`src/rtl/md_sequencer.sv`:
```
// md_sequencer
//   Multi-cycle multiply/divide sequencer that owns the architectural HI/LO
//   pair for the EX stage. MULT/MULTU run a radix-2 shift-add multiply and
//   DIV/DIVU run a restoring divide; both take 32 iteration cycles plus one
//   fix-up cycle that applies result signs and writes HI/LO. MTHI/MTLO write
//   HI/LO directly from IDLE.
//
// Ports
//   clk      rising-edge clock
//   rst      asynchronous active-low reset
//   start    EX presents a valid MD command this cycle
//   func     0 NOP, 1 MULT, 2 MULTU, 3 DIV, 4 DIVU, 5 MTHI, 6 MTLO, 7 NOP
//   a, b     forwarded rs / rt operands
//   hilo_rd  instruction in EX reads HI or LO
//   flush    abort any in-flight operation, ignore a same-cycle start
//   stall    combinational pipeline freeze request
//   busy     registered, iterative operation in flight
//   done     registered one-cycle pulse after MULT/DIV writes HI/LO
//   hi, lo   architectural HI/LO registers
module md_sequencer (
  input  logic        clk,
  input  logic        rst,
  input  logic        start,
  input  logic [2:0]  func,
  input  logic [31:0] a,
  input  logic [31:0] b,
  input  logic        hilo_rd,
  input  logic        flush,
  output logic        stall,
  output logic        busy,
  output logic        done,
  output logic [31:0] hi,
  output logic [31:0] lo
);

  typedef enum logic [2:0] {
    F_NOP   = 3'd0,
    F_MULT  = 3'd1,
    F_MULTU = 3'd2,
    F_DIV   = 3'd3,
    F_DIVU  = 3'd4,
    F_MTHI  = 3'd5,
    F_MTLO  = 3'd6,
    F_RSVD  = 3'd7
  } func_t;

  typedef enum logic [1:0] {IDLE, MUL, DIV, FIX} state_t;

  state_t      state;
  logic [4:0]  count;
  logic [63:0] acc;     // MUL: {partial product, multiplier}; DIV: {remainder, dividend/quotient}
  logic [31:0] opnd;    // multiplicand (MUL) or divisor (DIV), already made unsigned
  logic        q_neg;   // negate product / quotient in FIX
  logic        r_neg;   // negate remainder in FIX
  logic        is_div;

  // Operand conditioning for the signed variants.
  logic        sgn;
  logic [31:0] abs_a;
  logic [31:0] abs_b;

  assign sgn   = (func == F_MULT) || (func == F_DIV);
  assign abs_a = (sgn && a[31]) ? -a : a;
  assign abs_b = (sgn && b[31]) ? -b : b;

  // One shift-add step: add the multiplicand into the upper half when the
  // current multiplier LSB is set, then shift the whole 65-bit value right.
  logic [32:0] mul_sum;
  assign mul_sum = {1'b0, acc[63:32]} + {1'b0, (acc[0] ? opnd : 32'd0)};

  // One restoring step. The shifted remainder needs 33 bits, but whenever the
  // subtraction is kept its result is below the divisor, so 32 bits suffice.
  logic [32:0] div_shift;
  logic        div_ge;
  logic [31:0] div_diff;
  assign div_shift = {acc[63:32], acc[31]};
  assign div_ge    = div_shift >= {1'b0, opnd};
  assign div_diff  = div_shift[31:0] - opnd;

  // Sign fix-up applied in FIX.
  logic [63:0] prod_fix;
  logic [31:0] quo_fix;
  logic [31:0] rem_fix;
  assign prod_fix = q_neg ? -acc : acc;
  assign quo_fix  = q_neg ? -acc[31:0] : acc[31:0];
  assign rem_fix  = r_neg ? -acc[63:32] : acc[63:32];

  assign stall = (state != IDLE) && (start || hilo_rd) && !flush;

  // NOTE: every register below is updated with <= so all of them sample the
  // pre-edge values; a blocking = here would let later statements see
  // already-updated state and silently change the datapath behaviour.
  always_ff @(posedge clk or negedge rst) begin
    if (!rst) begin
      state  <= IDLE;
      count  <= '0;
      acc    <= '0;
      opnd   <= '0;
      q_neg  <= 1'b0;
      r_neg  <= 1'b0;
      is_div <= 1'b0;
      busy   <= 1'b0;
      done   <= 1'b0;
      hi     <= '0;
      lo     <= '0;
    end else begin
      done <= 1'b0;
      if (flush) begin
        // Abort: nothing reaches HI/LO and a same-cycle start is dropped.
        state <= IDLE;
        busy  <= 1'b0;
      end else begin
        case (state)
          IDLE: begin
            if (start) begin
              case (func)
                F_MULT, F_MULTU, F_DIV, F_DIVU: begin
                  is_div <= (func == F_DIV) || (func == F_DIVU);
                  q_neg  <= sgn && (a[31] ^ b[31]);
                  r_neg  <= sgn && a[31];
                  count  <= '0;
                  busy   <= 1'b1;
                  if ((func == F_DIV) || (func == F_DIVU)) begin
                    acc   <= {32'd0, abs_a};
                    opnd  <= abs_b;
                    state <= DIV;
                  end else begin
                    acc   <= {32'd0, abs_b};
                    opnd  <= abs_a;
                    state <= MUL;
                  end
                end
                F_MTHI:  hi <= a;
                F_MTLO:  lo <= a;
                default: ;
              endcase
            end
          end
          MUL: begin
            acc   <= {mul_sum, acc[31:1]};
            count <= count + 5'd1;
            if (count == 5'd31) state <= FIX;
          end
          DIV: begin
            if (opnd == 32'd0) begin
              // Divide by zero: give up after this single busy cycle.
              state <= IDLE;
              busy  <= 1'b0;
            end else begin
              acc   <= {(div_ge ? div_diff : div_shift[31:0]), acc[30:0], div_ge};
              count <= count + 5'd1;
              if (count == 5'd31) state <= FIX;
            end
          end
          FIX: begin
            if (is_div) begin
              lo <= quo_fix;
              hi <= rem_fix;
            end else begin
              lo <= prod_fix[31:0];
              hi <= prod_fix[63:32];
            end
            state <= IDLE;
            busy  <= 1'b0;
            done  <= 1'b1;
          end
          default: state <= IDLE;
        endcase
      end
    end
  end

endmodule

```
`config.mk`:
```
export PLATFORM = sky130hd
export DESIGN_NAME = md_sequencer
export DESIGN_NICKNAME = d
export VERILOG_FILES = /design/src/rtl/md_sequencer.sv
export SDC_FILE = /design/constraint.sdc
export NUM_CORES = 1
export LEC_CHECK = 0
export ABC_AREA = 0
export ABC_CLOCK_PERIOD_IN_PS = 8700
export CORE_MARGIN = 2
export CORE_UTILIZATION = 25
export DETAILED_ROUTE_END_ITERATION = 10
export PLACE_DENSITY = 0.4
export SYNTH_ARGS = -nofsm -noshare
export SYNTH_HDL_FRONTEND = slang
export SYNTH_SLANG_ARGS = --single-unit
```
`constraint.sdc`:
```
create_clock -name clk -period 8.7 [get_ports clk]
set_input_delay 1.305 -clock clk [delete_from_list [all_inputs] [get_ports clk]]
set_output_delay 1.305 -clock clk [all_outputs]
set_load 0.005 [all_outputs]
```
Yosys cells after proc, flatten, opt, wreduce, memory -nomap -nowiden

Cells that the tools add are included.

Output and inout port bits: 67
Register bits: 172
Memory bits (read-only): 0
Input port bits: 72
RAM bits: 0
Memories kept: 0
Latch bits: 0

Bitwise logic cells: 2
Div/mod/pow operators: 0
$mul: 0
Mux-type cells: 39
Reductions and logical operators: 22
Shifts and indexed selects: 0
Equality and inequality tests: 18
$lt $le $gt $ge: 1
$add $sub $neg: 8

Operators by type and width:

| operator                                                               | number |
|---|---|
| 32-bit 2-to-1 mux                                                      | 14 |
| 64-bit 2-to-1 mux                                                      | 4 |
| 64-bit case mux with 3 select lines                                    | 1 |
| 32-bit negator                                                         | 4 |
| 32-bit case mux with 2 select lines                                    | 2 |
| 64-bit negator                                                         | 1 |
| 32-bit by 32-bit adder with 33-bit output                              | 1 |
| 33-bit by 32-bit >= comparator with 1-bit output                       | 1 |
| 32-bit logical NOT                                                     | 1 |
| 32-bit subtractor                                                      | 1 |
| 4-bit AND reduction                                                    | 4 |
| 5-bit 2-to-1 mux                                                       | 3 |
| 5-bit case mux with 3 select lines                                     | 1 |
| 2-bit 2-to-1 mux                                                       | 6 |
| 3-bit equality test (second input constant)                            | 3 |
| 2-bit case mux with 4 select lines                                     | 1 |
| 3-bit by 2-bit equality test with 1-bit output (second input constant) | 2 |
| 1-bit 2-to-1 mux                                                       | 6 |
| 2-bit by 1-bit != test with 1-bit output (second input constant)       | 3 |
| 3-bit != test (second input constant)                                  | 2 |
| 5-bit by 1-bit adder with 5-bit output (second input constant)         | 1 |
| 5-bit equality test (second input constant)                            | 1 |
| 1-bit logical AND                                                      | 5 |
| 5-bit AND reduction                                                    | 1 |
| 16 further kinds                                                       | 21 |

Logic depth before layout (Yosys ltp)

Depth after elaboration: 8
Depth in mapped cells: 14
Depth with buffers taken out: 13

Worst setup path after synthesis

OpenSTA, ideal clock, no wires.

Path kind: in2reg
Start point: in b[13]
End point: reg acc[29]
Arrival time: 3.398 ns
Stages: 9
Setup time: 0.142 ns
Path slack: 5.159 ns
Path through: or4_4 or4_1 nor3_1 nand2_1 o31ai_1 xor2_1 nor2_1 a21oi_1 o221ai_1

Word-level cells in the longest chain between the ends: 6

Ends and longest elaborated chain:

| element                             | line | source |
|---|---|---|
| start: declaration                  | 26   | `input logic [31:0] b,` |
| 32-bit negator                      | 64   | `assign abs_b = (sgn && b[31]) ? -b : b;` |
| 32-bit 2-to-1 mux                   | 64   |  |
| 32-bit 2-to-1 mux                   | 123  | `if ((func == F_DIV) \|\| (func == F_DIVU)) begin` |
| 64-bit 2-to-1 mux                   | 116  | `case (func)` |
| 64-bit 2-to-1 mux                   | 115  | `if (start) begin` |
| 64-bit case mux with 3 select lines | 113  | `case (state)` |
| end signal: assignment              | 124  | `acc <= {32'd0, abs_a};` |
| end signal: assignment              | 128  | `acc <= {32'd0, abs_b};` |
| end signal: assignment              | 140  | `acc <= {mul_sum, acc[31:1]};` |
| end: declaration                    | 51   | `logic [63:0] acc;` |

Every way passes these cells. The select of a mux whose other input is x is not followed.
A chain may end at the register's enable or synchronous reset.

Worst setup path after layout

Start point: in func[0]
End point: reg opnd[30]

Word-level cells in the longest chain between the ends: 5
Elaborated cells on any way between the ends: 13

Ends and longest elaborated chain:

| element                                                                                                          | line         | source |
|---|---|---|
| start: declaration                                                                                               | 24           | `input logic [2:0] func,` |
| 3-bit by 1-bit equality test with 1-bit output or 3-bit by 2-bit equality test with 1-bit output (tied branches) | 62, 116, 123 |  |
| 1-bit logical OR                                                                                                 | 62           | `assign sgn = (func == F_MULT) \|\| (func == F_DIV);` |
| 1-bit logical AND (on tied branches)                                                                             | 63, 64       |  |
| 32-bit 2-to-1 mux (on tied branches)                                                                             | 63, 64       |  |
| 32-bit 2-to-1 mux                                                                                                | 123          |  |
| end signal: assignment                                                                                           | 125          | `opnd <= abs_b;` |
| end signal: assignment                                                                                           | 129          | `opnd <= abs_a;` |
| end: declaration                                                                                                 | 52           | `logic [31:0] opnd;` |

Several ways; a longest one is shown, not always the timed one.

==> results.toml <==
[clock_network]
cts_buffer_depth = 2
cts_resized = 0
root_buffer = "clkbuf_16"
cts_buffers = 17
cts_setup_buffers = 0
htreeDepth = 4
clk_transition_reported_paths_ns = 0.08
ctsHoldBuffers = 0
clk_latency_ns = 0.50
cts_sinks = 172
cts_tree = "built"

[sta]
min_period_ns = 4.42
fmax_ghz = 0.226
slew_headroom = 0.283
setup_viol = 0
fin_crit_sh = 0.508
drv_slew = 0
fin_tns_setup_ns = 0
skew_ns = 0.0161
worst_pin_slew_ns = 1.07
rsz0062_at_grt = "false"
hold_violations = 0

[global_routing]
grt.overflow.total = 0
grt_max_degree = 87
grt_usage = 0.216
grt_pass1_vias = 14562
grt_antenna_before_repair = 2
grt_pass1_wl_um = 101000

[layout]
drive_gt1_frac = 0.0466
finalNetCount = 2111
ff_latch_area_um2 = 4300
n_antenna_cell = 0
multiInputGateArea_um2 = 10000
postLayoutCoreUtil = 0.299
stdcell_count = 2749
area_growth_pct = 17.5
fillers = 6414
final_common_cell = "o21ai_0"
mostFrequentLayoutCells = "188 x o21ai_0, 184 x nand2_1, 172 x dfrtp_1"

[detailed_routing]
drt_iter0_drc = 1243
dr.pass1.iters = 5
wl_per_cell_um = 24.6
drc = 0
postRouteAntennaNets = 0
vias = 15141
finalWirelength_um = 67700
vias_per_cell = 5.51

[critical_path]
endpoint_kind = "register"
startpoint_type = "input port"
required_ns = 9.07
worstRegToRegCells = 13
path_cells = "clkdlybuf4s50_1 -> nor2b_1 -> a21o_2 -> buf_4 -> nand3_1 -> o21ai_0"
path_class = "input port to register"
timing.rr.end = "acc[56]$_DFFE_PN0P_"
critPathTopFamily = "simple AND/OR/NAND/NOR gates"
cp_max_fo = 73
cpMaxStageDelayCell = "nand3_1"
r2r-start = "acc[0]$_DFFE_PN0P_"
max_stage_delay_ns = 0.94
cp_num_buf_inv = 2
cp.arrival_ns = 4.79
r2r_slack_ns = 4.39

[run_status]
outcome = "finished, final reports clean"

[floorplanning]
die-area_um2 = 62200
die_x_um = 249
die_h_um = 249
io_pins = 139
placementRows = 89
core_area_um2 = 59200
start_util = 0.254

[pwr]
pwr-share-comb = 0.566
p_leak_nw = 7.53
power.density_nw_per_um2 = 311
clkPwrFrac = 0.147
seq_power_share = 0.287
power.total_w = 0.00551
p_sw_w = 0.00275
vdd_drop_max_mv = 0.153
p_int_w = 0.00276
p_sw_frac = 0.499

[hold_path]
holdPathStages = 1
min-delay-start = "lo[9]$_DFFE_PN0P_"
hold_path_end = "lo[9]$_DFFE_PN0P_"
hold_path_class = "register to register"

[synthesis]
yosysWarningCount = 0
postSynthCellCount = 1906
syn_avg_cell_area_um2 = 7.90
synth.ff_latch_count = 172
synth_ff_type = "dfrtp_1"
ys_types = 79
synth_nets = 2054
async_flop_share = 1.00
syn_area_um2 = 15100
synth_edf_count = 0
yosysSeqAreaShare = 0.286

[placed_design]
dpl.hpwl_um = 52900
port_buffers = 138
place_inst = 2717
place_congestion = 0.908

[run]
drv_cap = 0
[through the flow]
stage	area, µm²	hold WS [ns]	setup WS, ns
finish	17700	0.480	4.28
global route	17700	0.499	4.03
CTS	17700	0.483	4.34
detailed placement	17100	0.465	3.79
global placement	17100	0.463	3.87
floorplan	15100	0.472	5.16
[sequential cells by signal, summed over array words and instances (netlist names)]
| register | flops |
|---|---|
| state | 2 |
| done | 1 |
| r_neg | 1 |
| busy | 1 |
| q_neg | 1 |
| is_div | 1 |
| opnd | 32 |
| hi | 32 |
| lo | 32 |
| count | 5 |
| acc | 64 |
[worst register-to-register path: cells and delay by family, from the launching register on]
| kind | cells | cell delay [ns] |
|---|---|---|
| compound gates | 7 | 2.37 |
| fa+ha+maj | 1 | 0.36 |
| buf+inv | 2 | 0.50 |
| flops | 1 | 0.40 |
| simple gates | 3 | 0.63 |
[power groups by stage]
stage | Combinational (W) | Sequential (W) | Clock [W]
after global routing | 0.00343 | 0.00161 | 0.000850
after floorplan | 0.00206 | 0.00134 | 0
final | 0.00312 | 0.00158 | 0.000809
after global placement | 0.00311 | 0.00159 | 0
after CTS | 0.00313 | 0.00157 | 0.000828
after detailed placement | 0.00311 | 0.00159 | 0
[cells in the mapped netlist, drive strengths merged, types with 5 or more instances]
cell type / instances / area share
or3: 23 / 0.0099
a211oi: 30 / 0.015
a22oi: 72 / 0.036
a21o: 65 / 0.032
o221ai: 37 / 0.022
clkbuf: 101 / 0.025
xor2: 85 / 0.049
nand4: 16 / 0.0075
o31ai: 21 / 0.011
nor3: 44 / 0.015
and3: 13 / 0.0054
buf: 22 / 0.0068
nor4: 31 / 0.013
a221oi: 8 / 0.0051
o22ai: 6 / 0.0025
or2: 8 / 0.0033
a31oi: 11 / 0.0046
nor2: 154 / 0.038
o31a: 7 / 0.0041
o211ai: 8 / 0.0040
nor2b: 14 / 0.0058
and2: 12 / 0.0050
nor3b: 13 / 0.0068
a221o: 7 / 0.0047
nand2b: 14 / 0.0058
nand2: 185 / 0.047
o21ai: 195 / 0.066
dfrtp: 172 / 0.29
mux2i: 23 / 0.015
ha: 74 / 0.061
inv: 71 / 0.018
o21a: 14 / 0.0070
nand3: 27 / 0.0090
o21bai: 7 / 0.0035
a21oi: 145 / 0.048
xnor2: 87 / 0.051
a21boi: 5 / 0.0025
or4: 14 / 0.0077
a32oi: 7 / 0.0041
o41ai: 11 / 0.0069
[layout make-up]
cell class	count	area share
flip-flops and latches	172	0.243
repair buffers	161	0.0878
well taps	773	0.0546
multi-input cells	1540	0.567
clock inverters	13	0.00756
clock buffers	19	0.0250
inverters	71	0.0151
[metal layers]
metal  part of all wire  routed length [µm]  global-route usage  vias to the layer above
met1               0.50               33500               0.320                     7447
met5                  0                   0                   0                        -
met2               0.43               29000               0.321                      519
met4              0.020                1370              0.0589                        0
li1                   -                   -                   -                     7116
met3              0.056                3760              0.0323                       59
[kinds of logic (layout without fill, tap and decap cells)]
group | after synthesis | count (layout) | synth area share
xor+xnor | 172 | 172 | 0.100
simple gates | 582 | 582 | 0.188
fa+ha+maj | 76 | 76 | 0.0641
compound gates | 687 | 687 | 0.297
buf+inv | 194 | 264 | 0.0498
flops | 172 | 172 | 0.286
mux | 23 | 23 | 0.0153
[how the worst max path moves through the flow]
| stage | startpoint | endpoint | slack [ns] | depth (start not counted) |
|---|---|---|---|---|
| after CTS | func[0] | opnd[17]$_DFFE_PN0P_ | 4.34 | 6 |
| final | func[0] | opnd[30]$_DFFE_PN0P_ | 4.28 | 6 |
| after detailed placement | func[0] | opnd[17]$_DFFE_PN0P_ | 3.79 | 6 |
| after floorplan | b[13] | acc[29]$_DFFE_PN0P_ | 5.16 | 9 |
| after global placement | func[0] | opnd[25]$_DFFE_PN0P_ | 3.87 | 6 |
| after global routing | func[0] | opnd[16]$_DFFE_PN0P_ | 4.03 | 6 |
(Power assumes the default switching activity.)
